===== src/rtl/branch_predictor.sv =====
// -----------------------------------------------------------------------------
// branch_predictor
//
// Fetch-stage branch predictor. A direct-mapped branch target buffer holds,
// per entry, a valid bit, the upper PC bits as a tag, a full 32-bit target and
// a 2-bit saturating direction counter. Fetch looks up the table and gets a
// registered prediction one cycle later. The EXE-stage resolver trains the
// table through the update port.
//
// Ports
//   clk               rising-edge clock
//   resetn            asynchronous active-low reset
//   fs_req_valid      fetch lookup request this cycle
//   fs_pc[31:0]       PC being fetched
//   flush             pipeline flush; kills the lookup issued this cycle
//   bp_valid          prediction valid (one cycle after the request)
//   predict_is_taken  predicted taken
//   predict_target    predicted target; 0 when predicted not taken
//   es_upd_valid      resolved branch/jump from EXE
//   es_upd_pc[31:0]   PC of the resolved branch/jump
//   es_upd_taken      actual direction
//   es_upd_target     actual target
// -----------------------------------------------------------------------------
module branch_predictor #(
  parameter int ENTRIES = 16,
  parameter int IDX_W   = $clog2(ENTRIES),
  parameter int TAG_W   = 30 - IDX_W
) (
  input  logic        clk,
  input  logic        resetn,
  input  logic        fs_req_valid,
  input  logic [31:0] fs_pc,
  input  logic        flush,
  output logic        bp_valid,
  output logic        predict_is_taken,
  output logic [31:0] predict_target,
  input  logic        es_upd_valid,
  input  logic [31:0] es_upd_pc,
  input  logic        es_upd_taken,
  input  logic [31:0] es_upd_target
);

  // Counter encoding: 00 strong-NT, 01 weak-NT, 10 weak-T, 11 strong-T.
  localparam logic [1:0] CTR_WEAK_T = 2'b10;

  function automatic logic [1:0] sat_inc(input logic [1:0] c);
    return (c == 2'b11) ? c : c + 2'd1;
  endfunction

  function automatic logic [1:0] sat_dec(input logic [1:0] c);
    return (c == 2'b00) ? c : c - 2'd1;
  endfunction

  // ---------------------------------------------------------------------------
  // Table storage
  // ---------------------------------------------------------------------------
  logic [ENTRIES-1:0] valid_q;
  logic [TAG_W-1:0]   tag_q [ENTRIES];
  logic [31:0]        tgt_q [ENTRIES];
  logic [1:0]         ctr_q [ENTRIES];

  // Word-aligned PCs: bits [1:0] never take part in index or tag.
  logic unused_pc_lsbs;
  assign unused_pc_lsbs = ^{fs_pc[1:0], es_upd_pc[1:0]};

  // ---------------------------------------------------------------------------
  // Lookup path (reads pre-update state; no bypass from the update port)
  // ---------------------------------------------------------------------------
  logic [IDX_W-1:0] rd_idx;
  logic [TAG_W-1:0] rd_tag;
  logic             rd_hit;
  logic             rd_taken;

  assign rd_idx   = fs_pc[IDX_W+1:2];
  assign rd_tag   = fs_pc[31:IDX_W+2];
  assign rd_hit   = valid_q[rd_idx] && (tag_q[rd_idx] == rd_tag);
  assign rd_taken = rd_hit && ctr_q[rd_idx][1];

  logic        bp_valid_q, bp_valid_d;
  logic        taken_q,    taken_d;
  logic [31:0] target_q,   target_d;

  // NOTE: every always_comb output gets a default first, so no path can
  // leave it unassigned and infer a latch.
  always_comb begin
    bp_valid_d = 1'b0;
    taken_d    = 1'b0;
    target_d   = target_q;   // target is don't-care when no result; hold it
    if (fs_req_valid && !flush) begin
      bp_valid_d = 1'b1;
      taken_d    = rd_taken;
      target_d   = rd_taken ? tgt_q[rd_idx] : 32'd0;
    end
  end

  // NOTE: sequential state uses non-blocking assignments only, so every
  // register samples the values from before the edge.
  always_ff @(posedge clk or negedge resetn) begin
    if (!resetn) begin
      bp_valid_q <= 1'b0;
      taken_q    <= 1'b0;
      target_q   <= 32'd0;
    end else begin
      bp_valid_q <= bp_valid_d;
      taken_q    <= taken_d;
      target_q   <= target_d;
    end
  end

  assign bp_valid         = bp_valid_q;
  assign predict_is_taken = taken_q;
  assign predict_target   = target_q;

  // ---------------------------------------------------------------------------
  // Update path (flush never gates training)
  // ---------------------------------------------------------------------------
  logic [IDX_W-1:0] up_idx;
  logic [TAG_W-1:0] up_tag;
  logic             up_hit;
  logic             up_train;   // existing entry: move counter
  logic             up_alloc;   // taken miss: (re)allocate the slot

  assign up_idx   = es_upd_pc[IDX_W+1:2];
  assign up_tag   = es_upd_pc[31:IDX_W+2];
  assign up_hit   = valid_q[up_idx] && (tag_q[up_idx] == up_tag);
  assign up_train = es_upd_valid && up_hit;
  assign up_alloc = es_upd_valid && !up_hit && es_upd_taken;

  // Only the valid bits are reset; an invalid entry's payload is never used.
  always_ff @(posedge clk or negedge resetn) begin
    if (!resetn) begin
      valid_q <= '0;
    end else if (up_alloc) begin
      valid_q[up_idx] <= 1'b1;
    end
  end

  // NOTE: the tag/target/counter arrays carry no reset; they are qualified by
  // valid_q, and leaving them unreset lets them map onto plain storage.
  always_ff @(posedge clk) begin
    if (up_train) begin
      if (es_upd_taken) begin
        ctr_q[up_idx] <= sat_inc(ctr_q[up_idx]);
        tgt_q[up_idx] <= es_upd_target;
      end else begin
        ctr_q[up_idx] <= sat_dec(ctr_q[up_idx]);
      end
    end else if (up_alloc) begin
      tag_q[up_idx] <= up_tag;
      tgt_q[up_idx] <= es_upd_target;
      ctr_q[up_idx] <= CTR_WEAK_T;
    end
  end

endmodule


===== config.mk =====
export PLATFORM = sky130hd
export DESIGN_NAME = branch_predictor
export DESIGN_NICKNAME = d
export VERILOG_FILES = /design/src/rtl/branch_predictor.sv
export SDC_FILE = /design/constraint.sdc
export NUM_CORES = 1
export LEC_CHECK = 0
export BUFFER_PORTS_ARGS = -buffer_cell sky130_fd_sc_hd__buf_2
export CAP_MARGIN = 20
export CORE_MARGIN = 3
export CORE_UTILIZATION = 40
export CTS_BUF_LIST = sky130_fd_sc_hd__clkbuf_4
export DETAILED_ROUTE_END_ITERATION = 16
export HOLD_SLACK_MARGIN = 0.15
export PLACE_DENSITY = 0.54
export SLEW_MARGIN = 20
export SYNTH_ARGS = -nofsm -noshare
export SYNTH_HDL_FRONTEND = slang
export SYNTH_SLANG_ARGS = --single-unit

===== constraint.sdc =====
create_clock -name clk -period 4.49 [get_ports clk]
set_clock_uncertainty 0.2 [all_clocks]
set_input_delay 0.449 -clock clk [delete_from_list [all_inputs] [get_ports clk]]
set_output_delay 0.449 -clock clk [all_outputs]
set_load 0.01 [all_outputs]

* Yosys cells after proc, flatten, opt, wreduce, memory -nomap -nowiden *
Memory sizes are Yosys's and may differ from the RTL's.
Index checks and enable logic that the tools add are counted.

word-level totals
  RAM bits = 960
  logic and storage cells = 53
  memories = 3
  register bits after elaboration = 50
  input port bits = 102
  output and inout bits = 34

memory list
  memory  words  bits a word  rd ports  clocked after memory_dff  wr ports  RTL line  RTL
  tgt_q   16     32           1         0                         1         59        logic [31:0] tgt_q [ENTRIES];
  tag_q   16     26           2         0                         1         58        logic [TAG_W-1:0] tag_q [ENTRIES];
  ctr_q   16     2            2         0                         1         60        logic [1:0] ctr_q [ENTRIES];

operators by class
  mux-type cells = 23
  order comparisons = 3
  add/sub/neg operators = 2
  bitwise operators = 4
  reduce and logical (&&, ||, !) cells = 11
  eq/ne operators = 3

operators with widths
  kind                 count
  $mux 32              2
  $eq 26x26->1         2
  $or 16x16->16        1
  $mux 1               14
  $lt 4x5->1 const B   2
  $bmux 1 s4           2
  $logic_and 1x1->1    8
  $mux 2               4
  $demux 1 s4          1
  $ge 4x1->1 const B   1
  $or 1x1->1           3
  $add 2x1->2 const B  1
  $eq 2x2->1 const B   1
  $logic_not 1->1      2
  $logic_not 2->1      1
  $sub 2x1->2 const B  1

* Logic depth before layout (Yosys ltp) *
  depth in word-level cells = 10
  gate-level depth with buffers = 14
  depth with buffers taken out = 8

* Least setup slack after synthesis *
OpenSTA, ideal clock, no wires.

  path kind = input-to-reg
  start = in es_upd_pc[2]
  end = mem tag_q[10][0] in the netlist's numbering (enable)
  path buffers = 5
  arrival = 4.455 ns
  path slack = -0.606 ns
  library setup time = 0.442 ns
  stages on the path = 13
  data required time = 3.848 ns
  cells stage by stage = buf_2 -> buf_4 -> buf_2 -> mux4_2 -> mux2i_1 -> mux2i_1 -> xnor2_1 -> and3_1 -> nand4_2 -> nor3_4 -> buf_6 -> buf_4 -> nor3_1

between the ends
  word-level cells in the longest chain between the ends = 9
  elaborated cells on any way between the ends = 12
  those cells by class = 1 x eq/ne; 5 x mux; 5 x reduce/logical; 1 x memory

RTL lines
  element                                      RTL line  RTL
  start: declaration                           38        input logic [31:0] es_upd_pc,
  $mem_v2 16x26 or $bmux 1 s4 (tied branches)  --
  $eq 26x26->1 or $mux 1 (tied branches)       125       assign up_hit = valid_q[up_idx] && (tag_q[up_idx] == up_tag);
  $logic_and 1x1->1                            125
  $logic_not 1->1                              127       assign up_alloc = es_upd_valid && !up_hit && es_upd_taken;
  $logic_and 1x1->1 (2 in a row)               127
  $mux 1                                       148       end else if (up_alloc) begin
  $mux 1                                       141       if (up_train) begin
  $mux 1 (not written as such)                 149       tag_q[up_idx] <= up_tag;
  end: declaration                             58

Parallel ways exist; a longest one is shown, timed or not. The select of a mux whose other input is x is not followed.

* Worst setup path after layout *
  start = in fs_pc[3]
  end = reg target_q[8] (netlist: predict_target[8])

between the ends
  word-level cells in the longest chain between the ends = 5
  elaborated cells on any way between the ends = 9
  those cells by class = 1 x eq/ne; 3 x mux; 2 x reduce/logical; 3 x memory

RTL lines
  element                                      RTL line  RTL
  start: declaration                           32        input logic [31:0] fs_pc,
  $mem_v2 16x26 or $bmux 1 s4 (tied branches)  --
  $eq 26x26->1 or $mux 1 (tied branches)       76        assign rd_hit = valid_q[rd_idx] && (tag_q[rd_idx] == rd_tag);
  $logic_and 1x1->1                            76
  $logic_and 1x1->1                            77        assign rd_taken = rd_hit && ctr_q[rd_idx][1];
  $mux 32 *                                    92        target_d = rd_taken ? tgt_q[rd_idx] : 32'd0;
  end signal: assignment                       106       target_q <= target_d;
  end: declaration                             81        logic [31:0] target_q, target_d;

Every way passes the cells marked *; elsewhere a longest branch is shown, timed or not. The select of a mux whose other input is x is not followed.
A chain may end at the register's enable or synchronous reset.

==> run summary <==
Clock-pin slew was measured on the worst setup and hold paths at 0.06 ns. The worst setup path is launched from a primary input. The initial core utilization came out at 40.6%. Summed over all layers, the routed wires come to 122000 um. The final critical path takes up 97.5% of the cycle. The length in cells of the worst reg-to-reg path is 10. The weighted congestion at the end of routability-driven global placement came out at 0.831. The peak supply drop is 0.315 mV. In the final design database the tool counted 2707 nets. The H-tree depth came out at 5. The worst-path maximum fanout came out at 36. Data on the critical path is required at its endpoint by 5.39 ns.

The setup violation total in the final timing report is 0. Summing the areas of all and, or, nand and nor instances in the mapped netlist gives 2.03% of the synthesized area. The chip height is 334 um.

The average instance in the mapped netlist occupies 21.1 um2. Summing the sequential cell areas from Yosys gives 69.8% of the chip area. The maximum number of buffers from clock root to sink is 4. In this design, the critical path's most frequently occurring cell is dlygate4sd3_1. The number of core rows came out at 119. The average vias per placed instance is 5.72. In this run the critical register-to-register path is captured at predict_target[8]$_DFFE_PN0P_. The worst reg-to-reg setup slack came out at 0.16 ns. The iteration count of the initial detailed-routing pass came out at 5. The maximum cell stage delay along the critical path came out at 0.59 ns.

The synthesized design contains 960 enable-type register cells. After synthesis the netlist holds a flip-flop and latch count of 1010. Data arrives at the worst endpoint at 5.27 ns. The all-layer global routing usage is 22.1%.

The normalized max-slew margin came out at 28.9%. The average detailed-routed wire length per instance came out at 29.0 um. The area growth from synthesis to layout came out at 19.9%. The setup slack after layout came out at 0.113 ns.

The slew at the pin with the worst max-slew slack came out at 1.07 ns. The clock sink total is 1010. The worst register-to-register path begins at tag_q[8][6]$_DFFE_PP_.

The die width came out at 334 um. The count of final max-slew check failures came out at 0. The maximum number of pins on one net before global-route repair is 75.

Timing analysis after detailed placement gives a worst setup slack of 0.139 ns. The total of buffers placed on input and output ports is 131. The number of nets produced by synthesis is 2142. The number of cells on the worst hold path came out at 8. The residual antenna-violating net count after detailed routing came out at 0. The total number of yosys warnings came out at 0. The path category of the worst min-delay check is in2reg.

The completed layout was analyzed and its total power is 20.2 mW. The total of max-cap violations came out at 0. The post-synthesis xor/xnor area fraction is 1.57%.

For this run, asynchronously set or reset flops after synthesis account for 4.95%. The primary flip-flop cell chosen by synthesis mapping is edfxtp_1. The number of DRC violations after detailed-routing iteration 0 came out at 2192.

The hold violation total from the final report is 0. The flow ran to the end, and the final reports show no timing, DRC or antenna violations. The kind of end point of the critical path is a register. The cell count after synthesis came out at 2040. The critical path in this run is classified as in2reg.

The synthesized netlist contains 64 unique library cells. Counting I/O delays and the setup requirement, the final critical path takes 4.38 ns. The number of antenna violations at the first check in global routing was 8.

The path with the worst hold slack has its endpoint at predict_target[7]$_DFFE_PN0P_. The residual overflow from global routing is 0. The cell at the root of the clock tree is clkbuf_4. For this design the ratio of total power to cell area is 392 nW/um2. The total half-perimeter wirelength after legalization and detailed placement is 70100 um. The area of the die came out at 112000 um2. The first global-routing pass estimated 177000 um of wire. The layout cell share with drive strength beyond 1 is 40.4%. The number of I/O pins came out at 136. The insertion delay of the later-clocked pin in the worst-skew pair came out at 1.14 ns. By area, the combinational part of the netlist is dominated by multiplexers. The maximum operating frequency is 0.228 GHz. TritonCTS built the clock tree. Of the post-synthesis cell area, the part taken by muxes is 21.9%. The area of the mapped netlist came out at 43100 um2. The number of buffers added by the clock tree synthesis step is 289. The count of unresolved DRC violations after routing came out at 0.

The slowest stage of the critical path is the dlygate4sd3_1 cell. The library cell used most frequently in the layout, excluding fill and tap cells, is edfxtp_1. The setup TNS is 0 ns. The complex-gate fraction of the synthesized area came out at 2.83%. Walking the worst path, the cells encountered are dlygate4sd3_1 -> clkbuf_8 -> buf_4 -> mux4_2 -> mux2i_1 -> mux2i_1 -> xnor2_1 -> o21ai_0 -> dlygate4sd3_1 -> a2111oi_2 -> dlygate4sd3_1 -> and4_4 -> buf_12 -> a22o_1 -> dlygate4sd3_1. The worst hold path begins at fs_pc[8].

The fraction of the mapped netlist area in adder cells is 0%. The static leakage power came out at 17.6 nW. The top cell types in the final layout, fill and taps aside, are 960 x edfxtp_1, 423 x clkbuf_4, 371 x mux4_2, 142 x dlygate4sd3_1, 124 x buf_2. The placed cell area is 46600 um2.

The core outline area is 106000 um2. The post-CTS setup repair buffer count is 0. The via count of the first global-routing pass came out at 26000. The area of all placed cells without fillers is 51600 um2.

Setup repair after global routing left no endpoint under its margin. For this block, the via count after detailed routing is 24100.
## synth_stat cells, drive strengths merged, types with 6 or more instances
library cell,number,area share (%)
edfxtp,960,67
mux4,371,19
mux2i,105,2.4
buf,82,1.1
clkbuf,53,0.46
dfrtp,50,2.9
xnor2,49,1.0
a22o,41,0.83
nand2,31,0.27
nor2,28,0.25
xor2,28,0.57
inv,26,0.23
nor3,22,0.28
nand3,21,0.24
o31ai,17,0.30
o2111a,16,0.42
o21ai,16,0.19
a21oi,10,0.12
nand2b,10,0.15
nand4,9,0.15
nor2b,9,0.13
a2111oi,8,0.18
or3,7,0.11
a221oi,6,0.12
a22oi,6,0.10
nor4,6,0.087
## metrics by stage
| step | cells | utilization [%] | hold slack [ns] |
|---|---|---|---|
| 2_1_floorplan | 2040 | - | -0.0466 |
| 5_1_grt | 4202 | 48.7 | 0.176 |
| 3_3_place_gp | 3563 | 44.0 | 0.286 |
| 4_1_cts | 4196 | 48.7 | 0.154 |
| 6_report | 4205 | 48.7 | 0.228 |
| 3_5_place_dp | 3563 | 44.0 | 0.290 |
## power by group
group	internal [mW]	switching (mW)	leakage [nW]	total (mW)
Clock	4.47	3.76	2.14	8.23
Sequential	10.4	0.0333	9.26	10.5
Combinational	0.684	0.857	6.17	1.54
Total	15.6	4.65	17.6	20.2
## layer usage
layer | global-route usage (%) | routed length, um | vias up
li1 | - | - | 10100
met1 | 29.8 | 50800 | 12800
met2 | 35.1 | 59100 | 1021
met3 | 6.40 | 9580 | 196
met4 | 6.58 | 2390 | 4
met5 | 0 | 27 | -
## flip-flops by register name, summed over array words and instances, names as in the netlist
register / flops
valid_q: 16
predict_is_taken: 1
bp_valid: 1
predict_target: 32
tgt_q: 512
tag_q: 416
ctr_q: 32
## how the worst max path moves through the flow
stage / start / to / slack (ns) / depth (start not counted)
2_1_floorplan: es_upd_pc[2] / tag_q[10][0]$_DFFE_PP_ / -0.61 / 13
5_1_grt: tag_q[10][9]$_DFFE_PP_ / predict_target[8]$_DFFE_PN0P_ / 0.01 / 12
3_3_place_gp: es_upd_pc[2] / tag_q[11][14]$_DFFE_PP_ / 0.17 / 12
6_report: fs_pc[3] / predict_target[8]$_DFFE_PN0P_ / 0.11 / 15
3_5_place_dp: es_upd_pc[5] / tag_q[0][12]$_DFFE_PP_ / 0.14 / 13
4_1_cts: tag_q[8][6]$_DFFE_PP_ / predict_target[8]$_DFFE_PN0P_ / 0.07 / 10
## repair_timing
action,in CTS,in global routing
endpoints found under the hold margin,1215,0
hold buffers,142,0
gates resized for setup,0,4
endpoints found under the setup margin,0,3
## cell type report
class	instances	area, um2
fillers	8871	54400
flip-flops and latches	1010	30100
multi-input cells	869	12500
repair buffers	409	3690
clock buffers	423	3180
well taps	1391	1740
clock inverters	68	357
inverters	26	97.6
diodes	9	22.5
## worst max-delay path, delay by kind of cell
family	cells	cell delay, ns
AOI/OAI and AO/OA	3	0.52
muxes	3	0.65
and+or+nand+nor	1	0.29
xor gates and xnor gates	1	0.18
buffers and inverters	7	3.13
## kinds of logic (layout without fill, tap and decap cells)
group,Yosys count,in the layout
buffers and inverters,161,926
XOR/XNOR,77,77
AND/OR/NAND/NOR,163,163
AO/OA/AOI/OAI,149,149
other,0,9
multiplexers,480,480
flip-flops,1010,1010
Power figures use the tool's default switching activity.
